### src/rtl/pi_gpio_ctrl.sv
// Byte-addressed GPIO controller for the 28-pin Pi header: OE/DATA/STAT/IEN banks,
// input synchroniser, primed change detection and a level interrupt.
module pi_gpio_ctrl #(
  parameter int         SYNC_STAGES = 2,
  parameter logic [7:0] REG_OE      = 8'h90,
  parameter logic [7:0] REG_DATA    = 8'h98,
  parameter logic [7:0] REG_STAT    = 8'hA0,
  parameter logic [7:0] REG_IEN     = 8'hA4
) (
  input  logic        clk,
  input  logic        reset,
  input  logic        nr_wr_en,
  input  logic [7:0]  nr_wr_reg,
  input  logic [7:0]  nr_wr_dat,
  input  logic [7:0]  nr_rd_reg,
  output logic [7:0]  nr_rd_dat,
  output logic [27:0] gpio_o,
  output logic [27:0] gpio_t,
  input  logic [27:0] gpio_i,
  output logic        irq
);

  localparam logic [2:0] PRIME_MAX = 3'(SYNC_STAGES + 1);

  logic [27:0] oe_q, oe_d;
  logic [27:0] out_q, out_d;
  logic [27:0] stat_q, stat_d;
  logic [27:0] ien_q, ien_d;
  logic [27:0] prev_q, prev_d;
  logic [SYNC_STAGES-1:0][27:0] sync_q, sync_d;
  logic [2:0]  prime_q, prime_d;
  logic [7:0]  rd_dat_q, rd_dat_d;

  logic [31:0] wr_mask, wr_data;
  logic [27:0] sync_last, chg, stat_clr;
  logic        wr_oe, wr_dat, wr_stat, wr_ien;

  // Bits 31:28 of the 32-bit byte view do not exist and are dropped here.
  function automatic logic [27:0] merge_byte(input logic [27:0] cur,
                                             input logic [31:0] mask,
                                             input logic [31:0] data);
    logic [31:0] r;
    r = ({4'h0, cur} & ~mask) | data;
    return r[27:0];
  endfunction

  function automatic logic [7:0] pick_byte(input logic [27:0] bank, input logic [1:0] idx);
    logic [31:0] r;
    r = {4'h0, bank} >> {idx, 3'b000};
    return r[7:0];
  endfunction

  assign sync_last = sync_q[SYNC_STAGES-1];
  // Change detection is held off until the synchroniser has filled after reset.
  assign chg = (prime_q == PRIME_MAX) ? (sync_last ^ prev_q) : 28'h0;

  always_comb begin
    wr_mask  = 32'hFF << {nr_wr_reg[1:0], 3'b000};
    wr_data  = {4{nr_wr_dat}} & wr_mask;
    wr_oe    = nr_wr_en && (nr_wr_reg[7:2] == REG_OE[7:2]);
    wr_dat   = nr_wr_en && (nr_wr_reg[7:2] == REG_DATA[7:2]);
    wr_stat  = nr_wr_en && (nr_wr_reg[7:2] == REG_STAT[7:2]);
    wr_ien   = nr_wr_en && (nr_wr_reg[7:2] == REG_IEN[7:2]);
    stat_clr = wr_stat ? wr_data[27:0] : 28'h0;

    oe_d   = wr_oe  ? merge_byte(oe_q,  wr_mask, wr_data) : oe_q;
    out_d  = wr_dat ? merge_byte(out_q, wr_mask, wr_data) : out_q;
    ien_d  = wr_ien ? merge_byte(ien_q, wr_mask, wr_data) : ien_q;
    // A new change in the same cycle as a clear keeps the bit set.
    stat_d = (stat_q & ~stat_clr) | chg;

    prev_d  = sync_last;
    prime_d = (prime_q == PRIME_MAX) ? prime_q : prime_q + 3'd1;

    sync_d    = sync_q;
    sync_d[0] = gpio_i;
    for (int k = 1; k < SYNC_STAGES; k++) begin
      sync_d[k] = sync_q[k-1];
    end

    rd_dat_d = 8'h00;
    if (nr_rd_reg[7:2] == REG_OE[7:2])
      rd_dat_d = pick_byte(oe_q, nr_rd_reg[1:0]);
    else if (nr_rd_reg[7:2] == REG_DATA[7:2])
      rd_dat_d = pick_byte(sync_last, nr_rd_reg[1:0]);
    else if (nr_rd_reg[7:2] == REG_STAT[7:2])
      rd_dat_d = pick_byte(stat_q, nr_rd_reg[1:0]);
    else if (nr_rd_reg[7:2] == REG_IEN[7:2])
      rd_dat_d = pick_byte(ien_q, nr_rd_reg[1:0]);
  end

  always_ff @(posedge clk or posedge reset) begin
    if (reset) begin
      oe_q     <= '0;
      out_q    <= '0;
      stat_q   <= '0;
      ien_q    <= '0;
      prev_q   <= '0;
      sync_q   <= '0;
      prime_q  <= '0;
      rd_dat_q <= '0;
    end else begin
      oe_q     <= oe_d;
      out_q    <= out_d;
      stat_q   <= stat_d;
      ien_q    <= ien_d;
      prev_q   <= prev_d;
      sync_q   <= sync_d;
      prime_q  <= prime_d;
      rd_dat_q <= rd_dat_d;
    end
  end

  assign gpio_o    = out_q;
  assign gpio_t    = ~oe_q;
  assign irq       = |(stat_q & ien_q);
  assign nr_rd_dat = rd_dat_q;

endmodule

### config.mk
export PLATFORM = sky130hd
export DESIGN_NAME = pi_gpio_ctrl
export DESIGN_NICKNAME = d
export VERILOG_FILES = /design/src/rtl/pi_gpio_ctrl.sv
export SDC_FILE = /design/constraint.sdc
export NUM_CORES = 1
export LEC_CHECK = 0
export ABC_AREA = 0
export BUFFER_PORTS_ARGS = -buffer_cell sky130_fd_sc_hd__buf_2
export CORE_MARGIN = 2
export CORE_UTILIZATION = 59
export CTS_BUF_LIST = sky130_fd_sc_hd__clkbuf_4
export CTS_CLUSTER_DIAMETER = 120
export DETAILED_ROUTE_END_ITERATION = 6
export GPL_TIMING_DRIVEN = 1
export PLACE_DENSITY = 0.89
export SLEW_MARGIN = 0
export SYNTH_ARGS = -nofsm -noshare
export SYNTH_HDL_FRONTEND = slang
export SYNTH_SLANG_ARGS = --single-unit
### constraint.sdc
create_clock -name clk -period 8.8 [get_ports clk]
set_clock_uncertainty 0.15 [all_clocks]
set_input_delay 0.44 -clock clk [delete_from_list [all_inputs] [get_ports clk]]
set_output_delay 0.44 -clock clk [all_outputs]
set_load 0.02 [all_outputs]
==> impl_metrics.py, run 1 <==
metrics = {
    "drt": {
        "wl_met1_mm": 7.75,
        "wl_per_cell_um": 19.9,
        "wl_met3_mm": 1.65,
        "vias": 5591,
        "via_per_inst": 5.79,
        "drc": 0,
        "drtPass1Iterations": 5,
        "wl_met2_mm": 9.27,
        "ant_nets": 0,
        "maxUsedRoutingLayer": "met4",
        "wl_mm": 19.2,
        "drt_iter0_drc": 488,
    },
    "global_routing": {
        "antenna_found_initial": 1,
        "track_usage_pct": 27.4,
        "grt.overflow.total": 0,
        "grt_pass1_vias": 5960,
        "grt_pass1_wl_mm": 30.8,
        "grt_max_degree": 124,
    },
    "cells_and_area": {
        "final_util_pct": 72.0,
        "final_nets": 801,
        "area_delta_synth_final_pct": 20.4,
        "drive_gt1_share_pct": 39.1,
    },
    "placed_design": {
        "port_buffers": 119,
        "place_congestion": 0.873,
        "dp_slack_ns": 6.01,
        "dp_hpwl_mm": 12.3,
    },
    "die": {
        "start_util_pct": 59.8,
        "die_y_um": 122,
        "die-area_um2": 14900,
        "die_x_um": 122,
        "fp.coreArea_um2": 13700,
        "io_pins": 120,
        "rows": 43,
    },
    "sta": {
        "finalCriticalPeriod_ns": 2.61,
        "slew_violations": 0,
        "finalCritPeriodShare_pct": 29.7,
        "hold_viol_final": 0,
        "setup_violations": 0,
        "setup_slack_ns": 6.19,
        "relSlewSlack_pct": 16.7,
        "fin_setup_tns_ns": 0,
        "fmax_mhz": 382,
        "rsz0062_at_grt": "false",
        "worst_slew_pin_slew_ns": 1.25,
    },
    "outcome": {
        "status": "finished, final reports clean",
    },
    "yosys": {
        "syn_avg_cell_area_um2": 14.4,
        "synthTopCellsByArea": "dfrtp_1, mux2_2, mux4_2, a22o_1, xor2_1",
        "synth-seq-cells": 207,
        "netlist_area_um2": 8200,
        "netlist.area_leader.share_pct": 63.2,
        "ys_types": 35,
        "synth_top_area_cell": "dfrtp_1",
        "synthCells": 568,
        "synthesis.nets": 625,
        "ys_seq_area_share_pct": 63.2,
        "ys_warn_count": 0,
    },
    "worst_setup_path": {
        "setup.worst_path.class": "reg -> out",
        "r2r-start": "prime_q[0]$_DFFE_PP0N_",
        "reg2reg_slack_ns": 6.59,
        "end_kind": "output port",
        "crit-reg2reg-capture": "prime_q[1]$_DFFE_PP0N_",
        "cp.required_ns": 8.21,
        "critPathMaxFanout": 3,
        "start_kind": "register",
        "crit_arrival_ns": 2.02,
        "reg2regPathDepth": 3,
    },
    "min_path": {
        "hold_end": "stat_q[20]$_DFF_PP0_",
        "hold_class": "in -> reg",
        "min_from": "nr_wr_dat[4]",
        "min_path_cells": 3,
    },
    "clocking": {
        "cts_sinks": 207,
        "clk_latency_ns": 0.65,
        "post_cts_buffers": 0,
        "cts.clk_slew.worst_paths_ns": 0.07,
        "tritoncts": "done",
        "clockBufferDepth": 3,
        "cts.root.buffer_cell": "clkbuf_4",
        "htree_levels": 2,
        "cts_buffers": 50,
    },
    "pwr": {
        "total_leakage_power_nw": 4.59,
        "p_comb_share_pct": 8.4,
        "p_sw_share_pct": 25.7,
        "p_clk_share_pct": 38.9,
        "p_int_mw": 1.43,
        "p_per_area_nw_per_um2": 195,
        "irDropWorstVdd_mv": 0.154,
        "p_seq_share_pct": 52.7,
        "p_switching_mw": 0.494,
        "total_power_mw": 1.93,
    },
    "job": {
        "drv_cap": 0,
    },
}
[power by group through the flow]
stage,registers (mW),logic (mW),clock network (mW)
6_report,1.02,0.162,0.749
5_1_grt,1.02,0.177,0.816
4_1_cts,1.02,0.162,0.768
3_5_place_dp,1.03,0.152,0
3_3_place_gp,1.03,0.147,0
2_1_floorplan,1.03,0.0923,0
[area by class of cell]
type	instances	area [um^2]
clock inverters	22	83.8
clock buffers	71	533
repair buffers	153	923
diodes	1	2.50
fillers	889	3840
multi-input cells	301	2810
flip-flops and latches	207	5180
inverters	31	124
well taps	180	225
[through the flow]
step | hold slack, ns | cell area, um^2 | std cells
5_1_grt | 0.0410 | 9880 | 966
3_3_place_gp | 0.183 | 8970 | 843
2_1_floorplan | 0.181 | 8200 | 568
4_1_cts | 0.0496 | 9880 | 965
6_report | 0.0767 | 9880 | 966
3_5_place_dp | 0.185 | 8970 | 843
[per-layer routing]
metal / global-route usage, % / vias up
li1: - / 2407
met1: 35.9 / 2821
met2: 43.3 / 308
met3: 7.91 / 55
met4: 11.4 / 0
met5: 0 / -
[repair_timing]
action | in CTS | in global routing
hold buffers | 29 | 0
hold endpoints to repair | 150 | 0
gates resized for setup | 0 | 0
[worst max-delay path, stage by stage, from the launching register on]
cell and delay [ns]:
dfrtp_1 0.41, a22o_1 0.25, a221oi_1 0.33, nand4_1 0.19, buf_2 0.21
[cells by family (layout without fill, tap and decap cells)]
| kind of cell | after synthesis | in the layout | synth area share [%] |
|---|---|---|---|
| adder cells (fa/ha/maj) | 2 | 2 | 0.305 |
| flip-flops | 207 | 207 | 63.2 |
| AND/OR/NAND/NOR | 74 | 74 | 4.61 |
| XOR/XNOR | 29 | 29 | 3.10 |
| AO/OA/AOI/OAI | 75 | 75 | 7.48 |
| other | 0 | 1 | 0 |
| multiplexers | 121 | 121 | 18.5 |
| buffers and inverters | 60 | 277 | 2.85 |
[synth_stat cells, drive strengths merged]
| master | n |
|---|---|
| a211oi | 4 |
| a221oi | 3 |
| a22o | 31 |
| a22oi | 16 |
| buf | 7 |
| clkbuf | 22 |
| dfrtp | 207 |
| ha | 2 |
| inv | 31 |
| mux2 | 85 |
| mux2i | 20 |
| mux4 | 16 |
| nand2 | 37 |
| nand2b | 6 |
| nand3 | 1 |
| nand4 | 3 |
| nand4bb | 1 |
| nor2 | 12 |
| nor2b | 1 |
| nor3 | 5 |
| nor4 | 2 |
| nor4b | 2 |
| o211a | 4 |
| o21ai | 5 |
| o2bb2ai | 8 |
| o31ai | 4 |
| or3 | 1 |
| or3b | 1 |
| or4 | 1 |
| or4b | 1 |
| xnor2 | 1 |
| xor2 | 28 |
[how the worst max path moves through the flow]
stage	start	to	slack, ns	cells past startpoint
2_1_floorplan	reset	async pin	2.56	1
3_3_place_gp	nr_wr_reg[2]	register	6.12	5
3_5_place_dp	nr_wr_reg[2]	register	6.01	5
4_1_cts	register	irq	6.17	4
5_1_grt	register	irq	6.07	4
6_report	register	irq	6.19	4
[cell usage in the layout, fill, tap and decap left out, types with 20 or more instances in the layout]
| master | instances |
|---|---|
| dfrtp_1 | 207 |
| buf_2 | 119 |
| mux2_2 | 85 |
| clkbuf_4 | 71 |
| nand2_1 | 37 |
| a22o_1 | 31 |
| inv_1 | 30 |
| dlygate4sd3_1 | 29 |
| xor2_1 | 28 |
| clkinv_1 | 21 |
| mux2i_1 | 20 |
Note: power is estimated with default switching activity, not from simulation.
==> run 2: changes to the inputs <==
Settings changed: CORE_UTILIZATION 59 to 53, PLACE_DENSITY 0.89 to 0.85.
Clock period 8.8 ns to 2.4 ns, I/O delays scaled along.
==> run 2 against run 1 <==
Combinational power increased to 4.2 times the previous value. Clock power increased to 3.7 times the previous value. Total power increased to 3.7 times the previous value. Largest power group unchanged.
==> impl_metrics.py, run 2 (synthesis gave the netlist of run 1 again) <==
metrics = {
    "die": {
        "io_pins": 120,
        "die_x_um": 128,
        "start_util_pct": 54.2,
        "fp.coreArea_um2": 15100,
        "die_y_um": 128,
        "die-area_um2": 16500,
        "rows": 45,
    },
    "worst_setup_path": {
        "crit_slowest_cell": "dlygate4sd3_1",
        "start_kind": "primary input",
        "cpPeakStageDelay_ns": 0.60,
        "end_kind": "register",
        "cp.required_ns": 2.79,
        "cp_cell_sequence": "dlygate4sd3_1 -> buf_2 -> nand2_1 -> dlygate4sd3_1 -> nor4b_2 -> nand2_1 -> mux2_2",
        "crit_arrival_ns": 2.69,
        "setup.worst_path.class": "in -> reg",
        "critPathMaxFanout": 8,
    },
    "global_routing": {
        "grt_pass1_vias": 6292,
        "track_usage_pct": 26.1,
        "grt_max_degree": 106,
        "antenna_found_initial": 1,
        "grt.overflow.total": 0,
        "grt_pass1_wl_mm": 33.1,
    },
    "pwr": {
        "p_per_area_nw_per_um2": 680,
        "irDropWorstVdd_mv": 0.473,
        "total_leakage_power_nw": 4.90,
    },
    "drt": {
        "ant_nets": 0,
        "wl_per_cell_um": 20.0,
        "drt_iter0_drc": 456,
        "wl_mm": 20.8,
        "via_per_inst": 5.57,
        "drc": 0,
        "vias": 5795,
        "drtPass1Iterations": 5,
    },
    "clocking": {
        "htree_levels": 2,
        "tritoncts": "done",
        "cts_sinks": 207,
        "cts_buffers": 51,
        "clockBufferDepth": 3,
        "cts.clk_slew.worst_paths_ns": 0.07,
        "clk_latency_ns": 0.68,
        "cts.root.buffer_cell": "clkbuf_4",
    },
    "placed_design": {
        "port_buffers": 119,
        "dp_hpwl_mm": 13.0,
        "placedCellCount": 867,
        "place_congestion": 0.862,
        "dp_slack_ns": 0.0826,
    },
    "sta": {
        "finalCritPeriodShare_pct": 95.8,
        "fmax_mhz": 435,
        "finalCriticalPeriod_ns": 2.30,
        "worst_slew_pin_slew_ns": 0.580,
        "hold_viol_final": 0,
        "rsz0062_at_grt": "false",
        "setup_slack_ns": 0.101,
        "relSlewSlack_pct": 61.3,
        "setup_violations": 0,
        "slew_violations": 0,
    },
    "cells_and_area": {
        "layout_commonest_cell": "dfrtp_1",
        "final_cell_mix": "dfrtp_1, buf_2, mux2_2",
        "fin_cells": 1041,
        "drive_gt1_share_pct": 38.1,
        "area_delta_synth_final_pct": 28.8,
        "final_nets": 871,
    },
    "outcome": {
        "status": "finished, final reports clean",
    },
    "min_path": {
        "hold_class": "in -> reg",
    },
    "job": {
        "drv_cap": 0,
    },
}
[run 2: report_power, final]
part | internal (mW) | switching, mW | total (mW)
logic | 0.322 | 0.361 | 0.683
registers | 3.63 | 0.0985 | 3.73
clock network | 1.34 | 1.42 | 2.77
[run 2: per-layer routing]
metal,wire [um],global-route usage [%],vias up
met5,0,0,-
met4,571,10.7,0
met3,1410,6.82,45
met2,10400,43.1,251
met1,8450,33.2,2957
li1,-,-,2542
[run 2: repair_timing]
action	4_1_cts	5_1_grt
gates resized for setup	0	2
setup buffers	0	0
hold endpoints to repair	355	0
setup endpoints to repair	0	5
hold buffers	82	0
[run 2: worst paths after layout]
path | start | to | slack, ns | depth (start not counted)
worst max-delay path | nr_wr_reg[4] | register | 0.10 | 7
worst min-delay path | nr_rd_reg[1] | nr_rd_dat[2]$_DFF_PP0_ | 0.05 | 4
worst max register to register | stat_q[1]$_DFF_PP0_ | nr_rd_dat[1]$_DFF_PP0_ | 0.28 | 4
worst min register to register | sync_d[36]$_DFF_PP0_ | prev_d[8]$_DFF_PP0_ | 0.20 | 0
max in group asynchronous | reset | sync_d[48]$_DFF_PP0_ | 0.99 | 5
min in group asynchronous | reset | prev_d[26]$_DFF_PP0_ | 0.34 | 4
[run 2: worst max-delay path: cells and delay by family]
| kind | cells | cell delay (ns) |
|---|---|---|
| buf+inv | 3 | 1.25 |
| mux | 1 | 0.39 |
| simple gates | 3 | 0.93 |
[run 2: cell type report]
class,count,area (um^2)
multi-input combinational,301,2800
inverter,31,120
antenna,1,2.50
fill,1010,4590
clock buffer,69,518
clock inverter,22,93.8
sequential,207,5180
timing repair buffer,222,1610
tap,188,235
[run 2: metrics by stage]
| stage | total power [mW] | hold WS, ns | cell area [um^2] | utilization [%] | TNS [ns] |
|---|---|---|---|---|---|
| floorplan | 4.13 | 0.00143 | 8210 | - | -115.14 |
| global placement | 4.34 | -0.120 | 9110 | 60.2 | 0 |
| detailed placement | 4.37 | -0.120 | 9110 | 60.2 | 0 |
| CTS | 7.20 | 0.00671 | 10500 | 69.6 | 0 |
| global route | 7.50 | 0.0328 | 10600 | 69.7 | 0 |
| finish | 7.18 | 0.0458 | 10600 | 69.7 | 0 |
